### src/rtl/l2_dbg_inject.sv
// Debug traffic injector: replays a software-loaded packet (header + payload flits)
// one or more times onto a NoC channel with valid/ready flow control.
module l2_dbg_inject #(
    parameter int DATA_WIDTH = 64,
    parameter int DEPTH      = 8,
    parameter int GAP_CYCLES = 0
) (
    input  logic                     clk,
    input  logic                     rst,
    input  logic                     cfg_we,
    input  logic [$clog2(DEPTH)-1:0] cfg_addr,
    input  logic [DATA_WIDTH-1:0]    cfg_wdata,
    input  logic                     start,
    input  logic [7:0]               repeat_cnt,
    output logic                     busy,
    output logic                     done,
    output logic                     err,
    output logic                     noc_valid_out,
    output logic [DATA_WIDTH-1:0]    noc_data_out,
    input  logic                     noc_ready_out,
    output logic [15:0]              pkt_cnt
);

    localparam int AW = $clog2(DEPTH);
    localparam int GW = (GAP_CYCLES > 0) ? $clog2(GAP_CYCLES + 1) : 1;

    typedef enum logic [1:0] {IDLE, SEND, GAP, DONE} state_t;

    state_t                state_q, state_d;
    logic [DATA_WIDTH-1:0] buf_q [DEPTH];
    logic [AW-1:0]         idx_q, idx_d;
    logic [AW-1:0]         len_q, len_d;
    logic [7:0]            reps_q, reps_d;
    logic [GW-1:0]         gap_q, gap_d;
    logic                  err_q, err_d;
    logic [15:0]           pkt_cnt_q, pkt_cnt_d;

    logic [7:0] hdr_len;
    logic       len_bad;
    logic       xfer;

    // Length is taken from the stored header, i.e. before any same-cycle write lands.
    assign hdr_len = buf_q[0][29:22];
    assign len_bad = hdr_len > 8'(DEPTH - 1);
    assign xfer    = (state_q == SEND) && noc_ready_out;

    always_comb begin
        state_d   = state_q;
        idx_d     = idx_q;
        len_d     = len_q;
        reps_d    = reps_q;
        gap_d     = gap_q;
        err_d     = err_q;
        pkt_cnt_d = pkt_cnt_q;
        unique case (state_q)
            IDLE: begin
                if (start) begin
                    reps_d = (repeat_cnt == 8'd0) ? 8'd1 : repeat_cnt;
                    err_d  = 1'b0;
                    if (len_bad) begin
                        err_d   = 1'b1;
                        state_d = DONE;
                    end else begin
                        len_d   = hdr_len[AW-1:0];
                        idx_d   = '0;
                        state_d = SEND;
                    end
                end
            end
            SEND: begin
                if (xfer) begin
                    if (idx_q != len_q) begin
                        idx_d = idx_q + 1'b1;
                    end else begin
                        pkt_cnt_d = pkt_cnt_q + 16'd1;
                        reps_d    = reps_q - 8'd1;
                        idx_d     = '0;
                        if (reps_q == 8'd1) begin
                            state_d = DONE;
                        end else if (GAP_CYCLES > 0) begin
                            gap_d   = GW'(GAP_CYCLES);
                            state_d = GAP;
                        end
                    end
                end
            end
            GAP: begin
                // Loaded with GAP_CYCLES on entry, so valid stays low exactly that many cycles.
                if (gap_q <= GW'(1)) begin
                    idx_d   = '0;
                    state_d = SEND;
                end else begin
                    gap_d = gap_q - 1'b1;
                end
            end
            DONE: state_d = IDLE;
            default: state_d = IDLE;
        endcase
    end

    always_ff @(posedge clk) begin
        if (rst) begin
            state_q   <= IDLE;
            idx_q     <= '0;
            len_q     <= '0;
            reps_q    <= '0;
            gap_q     <= '0;
            err_q     <= 1'b0;
            pkt_cnt_q <= '0;
        end else begin
            state_q   <= state_d;
            idx_q     <= idx_d;
            len_q     <= len_d;
            reps_q    <= reps_d;
            gap_q     <= gap_d;
            err_q     <= err_d;
            pkt_cnt_q <= pkt_cnt_d;
        end
    end

    // Buffer is writable only while idle, so flits stay stable for a whole run.
    always_ff @(posedge clk) begin
        if (rst) begin
            for (int i = 0; i < DEPTH; i++) buf_q[i] <= '0;
        end else if (cfg_we && (state_q == IDLE)) begin
            buf_q[cfg_addr] <= cfg_wdata;
        end
    end

    assign busy          = (state_q == SEND) || (state_q == GAP);
    assign done          = (state_q == DONE);
    assign err           = err_q;
    assign noc_valid_out = (state_q == SEND);
    assign noc_data_out  = (state_q == SEND) ? buf_q[idx_q] : '0;
    assign pkt_cnt       = pkt_cnt_q;

endmodule
### config.mk
export PLATFORM = sky130hd
export DESIGN_NAME = l2_dbg_inject
export DESIGN_NICKNAME = d
export VERILOG_FILES = /design/src/rtl/l2_dbg_inject.sv
export SDC_FILE = /design/constraint.sdc
export NUM_CORES = 1
export LEC_CHECK = 0
export ABC_AREA = 1
export ABC_CLOCK_PERIOD_IN_PS = 9600
export BUFFER_PORTS_ARGS = -buffer_cell sky130_fd_sc_hd__buf_2
export CORE_UTILIZATION = 50
export DETAILED_ROUTE_END_ITERATION = 6
export GPL_ROUTABILITY_DRIVEN = 0
export PLACE_DENSITY = 0.68
export SLEW_MARGIN = 20
export SYNTH_ARGS = -nofsm -noshare
export SYNTH_HDL_FRONTEND = slang
export SYNTH_SLANG_ARGS = --single-unit
### constraint.sdc
create_clock -name clk -period 9.6 [get_ports clk]
set_input_delay 0.96 -clock clk [delete_from_list [all_inputs] [get_ports clk]]
set_output_delay 0.96 -clock clk [all_outputs]
set_load 0.005 [all_outputs]
==> reports/metrics.cfg <==
[route]
drc_errors = 0
vias = 17400
firstDrtPassIters = 5
wl_per_cell_um = 17.9
drtIter0Drc = 1587
viasPerCell = 5.41
ant_nets = 0
wl_um = 57700

[power]
pwr-share-seq_pct = 43.0
max-vdd-ir-drop_uv = 153
total_power_w = 0.00679
internal_power_w = 0.00456
p_leak_nw = 10.9
p_sw_w = 0.00222
switching_share_pct = 32.8
clkPwrFrac_pct = 31.3
combPwrFrac_pct = 25.6
p_per_area_mw_per_mm2 = 247

[critical_path]
required_ns = 8.64
worstPathArrival_ns = 3.98
endpoint_kind = output port
start_kind = flip-flop
r2r_end = buf_q[2][34]$_SDFFCE_PN0P_
r2r_cells = 6
r2r_setup_slack_ns = 5.83
max_stage_delay_ns = 0.86
slowest_stage = dfxtp_4
critPathMaxFanout = 67
crit_type = reg2out
cp_cell_sequence = buf_4 > buf_4 > nor2_1 > nor2_1 > o21ai_0 > o21ai_0 > o21ai_0 > nor2_1 > buf_2
timing.rr.start = state_q[1]$_SDFFE_PP0P_

[layout]
finalNetCount = 2600
layout-drive-gt1-share_pct = 10.8
antenna_cells = 0
regArea_mm2 = 0.0161
multi_input_area_mm2 = 0.00743
area_growth_pct = 11.2
fin_util_pct = 56.2
fill_cells = 4209

[cts]
clkSlewWorstSetupHoldPaths_ns = 0.06
numCtsBuffers = 55
h-tree-depth = 2
cts.sinks = 548
post-cts-setup-buffers = 0
worstSkewPairLatency_ns = 0.60
cts_tree = done
clk_path_buf_depth = 3
clockRootBuffer = clkbuf_16
cts_hold_buffers = 0
cts.repair.resized = 0

[global_routing]
met1_usage_pct = 30.4
met3_usage_pct = 3.80
antenna_found_initial = 1
grt_pass1_wl_um = 90700
use_met2_pct = 38.9
grt_max_degree = 106
grt_pass1_vias = 16900
grt_busiest_layer = met2
grt_remaining_overflow = 0
grt.total_usage_pct = 22.9

[logic_synthesis]
synth-seq-cells = 548
synth_fa_ha_area_share_pct = 0.456
synth.mux.area_fraction_pct = 2.47
synth_most_common_cell = nor2_1
synth_top_family_by_area = simple AND/OR/NAND/NOR gates
synth_compound_area_share_pct = 9.15
ys_seq_area_share_pct = 65.2
syn-cell-area_mm2 = 0.0247
synth_edf_count = 512
synthArstFlopShare_pct = 0
synth_cells = 2445
synthFlopType = edfxtp_1
synth-simple-area-share_pct = 17.2
synthTopCellsByArea = edfxtp_1 (62%), nor2_1 (14%), o21ai_0 (5.9%)
synth_top_cell_area_share_pct = 62.3
yosys.area.top_type = edfxtp_1
yosys_warnings = 0
syn_area_per_cell_um2 = 10.1
yosysUniqueCellTypes = 30
synthXorXnorAreaFrac_pct = 0.248
synth_nets = 2534
synth_commonest_cells = nor2_1 (947), edfxtp_1 (512), o21ai_0 (293)

[min_path]
holdCritStartpoint = len_q[0]$_SDFFE_PP0P_
hp-class = reg2reg
whs_path_depth = 2
min_to = len_q[0]$_SDFFE_PP0P_

[die]
rows = 81
io_pins = 164
dieArea_mm2 = 0.0502
coreArea_mm2 = 0.0488
die_w_um = 224
die_h_um = 224
start_util_pct = 50.5

[sta]
final.setup.tns_ns = 0
worstMarginPinSlew_ns = 1.07
drv_slew = 0
rsz0062_at_grt = false
min_period_over_period_pct = 51.5
finalClockSkew_ns = 0.0173
hold_viol = 0
postLayoutSetupSlackWorst_ns = 4.66
setup_violations = 0
fmax_ghz = 0.202
min_period_ns = 4.94
max_slew_margin_pct = 28.5

[run]
maxCapViolations = 0

[placed_design]
place_hpwl_um = 32400
numPortBuffers = 163
dp_slack_ns = 4.53

[status]
outcome = finished, final reports clean

==> state kept, by name, summed over array words and instances, names as in the netlist, named ones only <==
name,count
buf_q,512
state_q,2
reps_q,8
len_q,3
idx_q,3
pkt_cnt,16
err,1
==> worst max-delay path by stage <==
stage                            endpoint      start  cells past startpoint
6_report                  noc_data_out[1]  flip-flop                      9
3_5_place_dp   buf_q[2][36]$_SDFFCE_PN0P_        rst                      6
4_1_cts                   noc_data_out[1]  flip-flop                      9
2_1_floorplan   buf_q[0][0]$_SDFFCE_PN0P_        rst                      7
3_3_place_gp   buf_q[2][36]$_SDFFCE_PN0P_        rst                      6
5_1_grt                  noc_data_out[29]  flip-flop                      9
==> cell usage in the layout (no fill, tap or decap), drive strengths merged <==
cell type | Yosys | final
nor3 | 3 | 3
xnor2 | 3 | 3
a21oi | 28 | 28
inv | 107 | 108
ha | 9 | 9
nand2 | 132 | 132
edfxtp | 512 | 512
o21ai | 343 | 343
clkinvlp | 0 | 4
nand4 | 11 | 11
mux2i | 61 | 61
bufinv | 0 | 5
nand3 | 22 | 22
nor2 | 947 | 947
o21bai | 1 | 1
a21boi | 1 | 1
clkbuf | 70 | 66
or2 | 1 | 1
clkinv | 2 | 26
o22ai | 61 | 61
dfxtp | 36 | 36
buf | 91 | 170
xor2 | 4 | 4
==> metal layers <==
metal / vias to the layer above / wire (um)
li1: 8402 / -
met1: 8421 / 24700
met2: 519 / 28300
met3: 77 / 3510
met4: 2 / 1160
met5: - / 19
==> kinds of logic (layout without fill, tap and decap cells) <==
family / after synthesis / count (layout)
XOR/XNOR: 7 / 7
multiplexers: 61 / 61
buffers and inverters: 270 / 379
adder cells (fa/ha/maj): 9 / 9
AO/OA/AOI/OAI: 434 / 434
AND/OR/NAND/NOR: 1116 / 1116
flip-flops: 548 / 548
==> final cells by class <==
cell class,instances,area share [%]
clock buffers,66,5.43
clock inverters,34,1.05
inverters,109,1.51
multi-input cells,1627,27.1
flip-flops and latches,548,58.7
well taps,664,3.03
repair buffers,170,3.17
==> worst max-delay path, delay by kind of cell (launching register included) <==
family | cells | cell delay [ns]
compound gates | 3 | 0.28
buf+inv | 3 | 1.66
flops | 1 | 0.86
simple gates | 3 | 0.52
==> metrics by stage <==
step           instance area [um^2]  hold WS [ns]  instances
3_5_place_dp                  25700         0.465       3118
5_1_grt                       27400         0.488       3218
6_report                      27400         0.471       3218
2_1_floorplan                 24700         0.444       2445
3_3_place_gp                  25700         0.460       3118
4_1_cts                       27400         0.473       3218
==> power by group through the flow <==
stage               logic (W)  clock network (W)  registers, W
finish                0.00174            0.00213       0.00292
detailed placement    0.00174                  0       0.00297
CTS                   0.00175            0.00214       0.00292
floorplan             0.00140                  0       0.00286
global route          0.00197            0.00224       0.00294
global placement      0.00171                  0       0.00296
Note: power is estimated with default switching activity, not from simulation.
